File: config.mk
export PLATFORM = sky130hd
export DESIGN_NAME = bin2bcd_seq
export DESIGN_NICKNAME = d
export VERILOG_FILES = /design/src/rtl/bcd_pkg.sv /design/src/rtl/dabble_stage.sv /design/src/rtl/bin2bcd_seq.sv
export SDC_FILE = /design/constraint.sdc
export NUM_CORES = 1
export LEC_CHECK = 0
export CAP_MARGIN = 40
export CORE_AREA = 10 10 75 77
export CTS_BUF_LIST = sky130_fd_sc_hd__clkbuf_16
export CTS_CLUSTER_DIAMETER = 40
export DETAILED_ROUTE_END_ITERATION = 6
export DIE_AREA = 0 0 85 87
export PLACE_DENSITY = 0.9
export SETUP_SLACK_MARGIN = 0.4
export SYNTH_ARGS = -nofsm -noshare
export SYNTH_HDL_FRONTEND = slang
export SYNTH_SLANG_ARGS = --single-unit
File: constraint.sdc
create_clock -name clk -period 4.35 [get_ports clk]
set_clock_uncertainty 0.1 [all_clocks]
set_input_delay 0.6525 -clock clk [delete_from_list [all_inputs] [get_ports clk]]
set_output_delay 0.6525 -clock clk [all_outputs]
set_load 0.02 [all_outputs]
File: src/rtl/bcd_pkg.sv
// Shared types and helpers for the sequential binary-to-BCD converter.
package bcd_pkg;

    localparam int unsigned BCD_DIGIT_W = 4;

    typedef enum logic [1:0] {
        IDLE    = 2'd0,
        CONVERT = 2'd1,
        DONE    = 2'd2
    } bcd_state_t;

    // Double-dabble digit correction: a digit of 5..9 becomes 8..12 so the next shift carries.
    function automatic logic [BCD_DIGIT_W-1:0] add3_if_ge5(input logic [BCD_DIGIT_W-1:0] d);
        return (d >= 4'd5) ? 4'(d + 4'd3) : d;
    endfunction

endpackage

File: src/rtl/dabble_stage.sv
// One combinational double-dabble step: adjust every digit, then shift one new bit in.
module dabble_stage
    import bcd_pkg::*;
#(
    parameter int unsigned DIGITS = 4
) (
    input  logic [BCD_DIGIT_W*DIGITS-1:0] digits,
    input  logic                          shift_bit,
    output logic [BCD_DIGIT_W*DIGITS-1:0] shifted_c,
    output logic                          carry_c
);

    localparam int unsigned BCD_W = BCD_DIGIT_W * DIGITS;

    logic [BCD_W-1:0] adjusted;

    // Independent per-digit add-3 correction; no carry propagates between digits.
    always_comb begin
        adjusted = '0;
        for (int unsigned i = 0; i < DIGITS; i++) begin
            adjusted[i*BCD_DIGIT_W +: BCD_DIGIT_W] = add3_if_ge5(digits[i*BCD_DIGIT_W +: BCD_DIGIT_W]);
        end
    end

    // The adjusted top bit leaves the digit field and becomes the overflow carry.
    assign shifted_c = {adjusted[BCD_W-2:0], shift_bit};
    assign carry_c   = adjusted[BCD_W-1];

endmodule

File: src/rtl/bin2bcd_seq.sv
// Sequential binary-to-BCD converter, one operand bit per clock, with signed mode and sticky overflow.
module bin2bcd_seq
    import bcd_pkg::*;
#(
    parameter int unsigned BIN_W  = 14,
    parameter int unsigned DIGITS = 4
) (
    input  logic                          clk,
    input  logic                          rst,
    input  logic                          start,
    input  logic [BIN_W-1:0]              bin,
    input  logic                          signed_mode,
    output logic                          ready,
    output logic                          valid,
    output logic [BCD_DIGIT_W*DIGITS-1:0] bcd,
    output logic                          neg,
    output logic                          overflow
);

    localparam int unsigned BCD_W = BCD_DIGIT_W * DIGITS;
    localparam int unsigned CNT_W = $clog2(BIN_W + 1);

    bcd_state_t       state, state_nx;
    logic             ready_nx, valid_nx, neg_nx, overflow_nx;
    logic [BCD_W-1:0] bcd_nx;
    logic [CNT_W-1:0] cnt, cnt_nx;
    logic [BIN_W-1:0] mag, mag_nx;
    logic [BCD_W-1:0] step_bcd;
    logic             step_carry;
    logic             is_neg;

    dabble_stage #(
        .DIGITS(DIGITS)
    ) u_stage (
        .digits   (bcd),
        .shift_bit(mag[BIN_W-1]),
        .shifted_c(step_bcd),
        .carry_c  (step_carry)
    );

    assign is_neg = signed_mode & bin[BIN_W-1];

    // State register.
    always_ff @(posedge clk) begin
        if (rst) begin
            state <= IDLE;
        end else begin
            state <= state_nx;
        end
    end

    // Next state and next datapath/output values; everything holds unless a state acts on it.
    always_comb begin
        state_nx    = state;
        ready_nx    = ready;
        valid_nx    = valid;
        bcd_nx      = bcd;
        neg_nx      = neg;
        overflow_nx = overflow;
        cnt_nx      = cnt;
        mag_nx      = mag;
        case (state)
            IDLE, DONE: begin
                if (start) begin
                    // Most-negative operand negates to itself, which is the correct unsigned magnitude.
                    mag_nx      = is_neg ? BIN_W'(-bin) : bin;
                    neg_nx      = is_neg;
                    bcd_nx      = '0;
                    overflow_nx = 1'b0;
                    cnt_nx      = CNT_W'(BIN_W);
                    ready_nx    = 1'b0;
                    valid_nx    = 1'b0;
                    state_nx    = CONVERT;
                end
            end
            CONVERT: begin
                bcd_nx      = step_bcd;
                mag_nx      = {mag[BIN_W-2:0], 1'b0};
                overflow_nx = overflow | step_carry;
                cnt_nx      = cnt - CNT_W'(1);
                if (cnt == CNT_W'(1)) begin
                    ready_nx = 1'b1;
                    valid_nx = 1'b1;
                    state_nx = DONE;
                end
            end
            default: begin
                ready_nx = 1'b1;
                valid_nx = 1'b0;
                state_nx = IDLE;
            end
        endcase
    end

    // Datapath and output registers.
    always_ff @(posedge clk) begin
        if (rst) begin
            ready    <= 1'b1;
            valid    <= 1'b0;
            bcd      <= '0;
            neg      <= 1'b0;
            overflow <= 1'b0;
            cnt      <= '0;
            mag      <= '0;
        end else begin
            ready    <= ready_nx;
            valid    <= valid_nx;
            bcd      <= bcd_nx;
            neg      <= neg_nx;
            overflow <= overflow_nx;
            cnt      <= cnt_nx;
            mag      <= mag_nx;
        end
    end

endmodule

==> parameters.txt <==
Parameter                              Value

Worst setup path
  Setup slack on the worst flop-to-flop path    2.49 ns
  Peak fanout along the critical path    6
  Critical Path End Type    register
  Worst endpoint required time    4.45 ns
  Path type of the worst setup path    input port to register
  Reg2Reg Capture Point    bcd[7]
  Worst reg2reg path depth    5
  Arrival time reported for the critical path endpoint    2.51 ns
  Critical Path Source Type    input port
  Worst reg2reg path startpoint    state[0]

Worst hold path
  Number of cells traversed by the worst hold path    2
  Hold path startpoint    overflow
  Worst min-delay path category    register to register
  Destination of the worst hold path    overflow

Floorplanning
  Core Rows    24
  Die outline area    7400 sq um
  Core area    4230 sq um
  Chip Height    87 um
  I/O pin count    38
  Chip Width    85 um
  Starting Density    0.522

STA
  Number of max-slew violations in the final report    0
  Transition time at the pin with the least slew margin    0.736 ns
  Relative slew slack    0.508
  Setup repair after global routing missed its margin    false
  Final sum of negative setup slack    0 ns
  Share of the clock period used by the worst path    0.555
  Final count of negative-setup-slack endpoints    0
  Maximum achievable frequency    414 MHz
  Post-layout worst setup margin    1.94 ns
  Hold Fails Final Rpt    0
  Final worst path period need    2.41 ns

Pwr
  Worst supply voltage drop on vdd    0.222 mV
  Sw Share    0.245
  Power density relative to cell area    338 nW/um^2
  Internal power component    0.708 mW
  Fraction of power consumed by combinational cells    0.136
  Fraction of power consumed by sequential logic    0.423
  Leakage power summed over all cells    0.995 nW
  Part of the power in the clock network    0.441
  Switching power of the nets    0.230 mW

Synth
  Yosys top cell area share    0.363
  Ys Warns    0
  Synth Flop Type    sky130_fd_sc_hd__dfxtp_1
  Most frequently used cell type in the post-synthesis netlist    sky130_fd_sc_hd__dfxtp_1
  Number of enable-type register cells in the synthesized netlist    0
  Post-synth cell types    44
  Post-Syn Instances    254
  Flops & latches, synth    40
  Post-synth ARST share    0
  Top post-synthesis cells by area    sky130_fd_sc_hd__dfxtp_1 36%, sky130_fd_sc_hd__ha_1 6.2%, sky130_fd_sc_hd__a21oi_1 5.7%
  Post-synth top cells    40 x sky130_fd_sc_hd__dfxtp_1, 25 x sky130_fd_sc_hd__a21oi_1, 15 x sky130_fd_sc_hd__nor2_1, 14 x sky130_fd_sc_hd__inv_1
  Net Count, Synth    283
  Sequential area share after synthesis    0.363
  Mapped Area    2210 sq um
  Average instance area after synthesis    8.69 sq um
  Area leader, netlist    sky130_fd_sc_hd__dfxtp_1

Clock tree
  Hold-fix buffers at CTS    0
  Number of cells upsized or downsized after cts    0
  Clk sink count    40
  Clock root buffer master    sky130_fd_sc_hd__clkbuf_16
  Maximum clock insertion buffer count    2
  Clock tree from TritonCTS    yes
  Clock input transition at the sequential cells of the worst setup and hold paths    0.06 ns
  H-tree depth    2
  Clock latency of the later-clocked register in the worst-skew pair    0.28 ns
  Post-CTS setup repair buffer count    0
  Clock buffer count from CTS    5

GRT
  Vias in the first global route    2139
  Global-route wire length before repair    9520 um
  Total congestion overflow after global routing    0
  Maximum number of pins on one net before global-route repair    36
  Number of antenna violations at the first check in global routing    0
  GRT Resource Usage Total    0.152

Route
  DR top layer    met4
  Routed wire length on met2    2860 um
  Mean routed wirelength per cell    15.9 um
  Met3 routed wirelength    307 um
  Number of iterations in the first detailed-routing pass    4
  Avg Vias per Cell    5.98
  Wire length reported by the detailed router    5440 um
  Number of nets with antenna violations after detailed routing    0
  DR iter-0 viols    146
  Met1 Wirelength    2140 um
  Vias    2038
  Post-route DRC    0

Cells and area
  Area growth from synthesis to layout    25.6%
  Net total in the final layout    317
  Antenna diode count    0
  Share of the core filled with cells    0.655
  Fraction of layout instances using a drive strength above 1    0.0761

Placement
  Final HPWL DP    3920 um
  # port buffers    37
  Last weighted congestion value of the routability-driven placer    0.854
  Worst-case setup slack after placement    1.66 ns

Status
  Outcome    finished clean

Flow run
  Count of maximum capacitance violations    0
-- how the worst max path moves through the flow --
stage | from | cells after the start | end
floorplan | bin[0] | 6 | mag[10]
global placement | start | 6 | mag[12]
detailed placement | bin[0] | 7 | mag[10]
CTS | bin[0] | 7 | mag[10]
global route | bin[0] | 7 | mag[10]
finish | bin[0] | 7 | mag[10]
-- cell type report --
class | instances | area (sq um)
Tap cell | 52 | 65.1
Clock inverter | 3 | 42.5
Clock buffer | 5 | 125
Sequential cell | 40 | 801
Inverter | 14 | 52.6
Multi-Input combinational cell | 186 | 1290
Fill cell | 349 | 1460
Timing Repair Buffer | 41 | 398
-- stage by stage --
stage | total power [mW] | hold slack [ns] | std cells | cell area (sq um)
3_3_place_gp | 0.523 | 0.342 | 332 | 2600
6_report | 0.938 | 0.366 | 341 | 2770
5_1_grt | 0.973 | 0.384 | 341 | 2770
3_5_place_dp | 0.528 | 0.366 | 333 | 2610
2_1_floorplan | 0.484 | 0.366 | 254 | 2210
4_1_cts | 0.939 | 0.374 | 341 | 2770
-- layout by cell type, fill, tap and decap left out, types with 4 or more instances in the layout --
cell / instances
sky130_fd_sc_hd__a22oi_1: 12
sky130_fd_sc_hd__a31oi_1: 4
sky130_fd_sc_hd__xor2_1: 6
sky130_fd_sc_hd__nor3_1: 11
sky130_fd_sc_hd__clkbuf_16: 5
sky130_fd_sc_hd__nand2_1: 9
sky130_fd_sc_hd__inv_1: 14
sky130_fd_sc_hd__dfxtp_1: 40
sky130_fd_sc_hd__a21oi_1: 25
sky130_fd_sc_hd__o22ai_1: 4
sky130_fd_sc_hd__or3_1: 5
sky130_fd_sc_hd__nand2b_1: 7
sky130_fd_sc_hd__xnor2_1: 9
sky130_fd_sc_hd__mux2i_1: 4
sky130_fd_sc_hd__a22o_1: 8
sky130_fd_sc_hd__ha_1: 11
sky130_fd_sc_hd__o21ai_0: 12
sky130_fd_sc_hd__clkdlybuf4s50_1: 37
sky130_fd_sc_hd__nor2_1: 15
sky130_fd_sc_hd__nand3_1: 5
-- critical path, cell delays in order --
cell and delay, ns:
sky130_fd_sc_hd__clkdlybuf4s50_1 0.46, sky130_fd_sc_hd__inv_1 0.08, sky130_fd_sc_hd__ha_1 0.22, sky130_fd_sc_hd__or4b_2 0.61, sky130_fd_sc_hd__nor3_2 0.17, sky130_fd_sc_hd__o21ai_1 0.09
sky130_fd_sc_hd__a221oi_2 0.22
-- power by group through the flow --
stage	combinational, mW	sequential (mW)	clock, mW
finish	0.127	0.397	0.414
global route	0.141	0.399	0.434
CTS	0.127	0.396	0.415
detailed placement	0.124	0.404	0
global placement	0.120	0.403	0
floorplan	0.0819	0.402	0
-- kinds of logic after synthesis --
| logic type | after synthesis | share of synthesized area |
|---|---|---|
| compound gates | 82 | 0.251 |
| simple gates | 73 | 0.188 |
| flops | 40 | 0.363 |
| buf+inv | 28 | 0.0533 |
| xor+xnor | 15 | 0.0595 |
| fa+ha+maj | 11 | 0.0623 |
| mux | 5 | 0.0232 |
-- per-layer routing --
metal  up-vias  track usage
met1       971        0.157
met5         -            0
met3        18       0.0506
li1        996            -
met4         0       0.0674
met2        53        0.274
-- sequential cells by signal (all words and copies together) (netlist names) --
name / cells
cnt: 4
ready: 1
overflow: 1
valid: 1
mag: 14
state: 2
bcd: 16
neg: 1
Power figures use the tool's default switching activity.
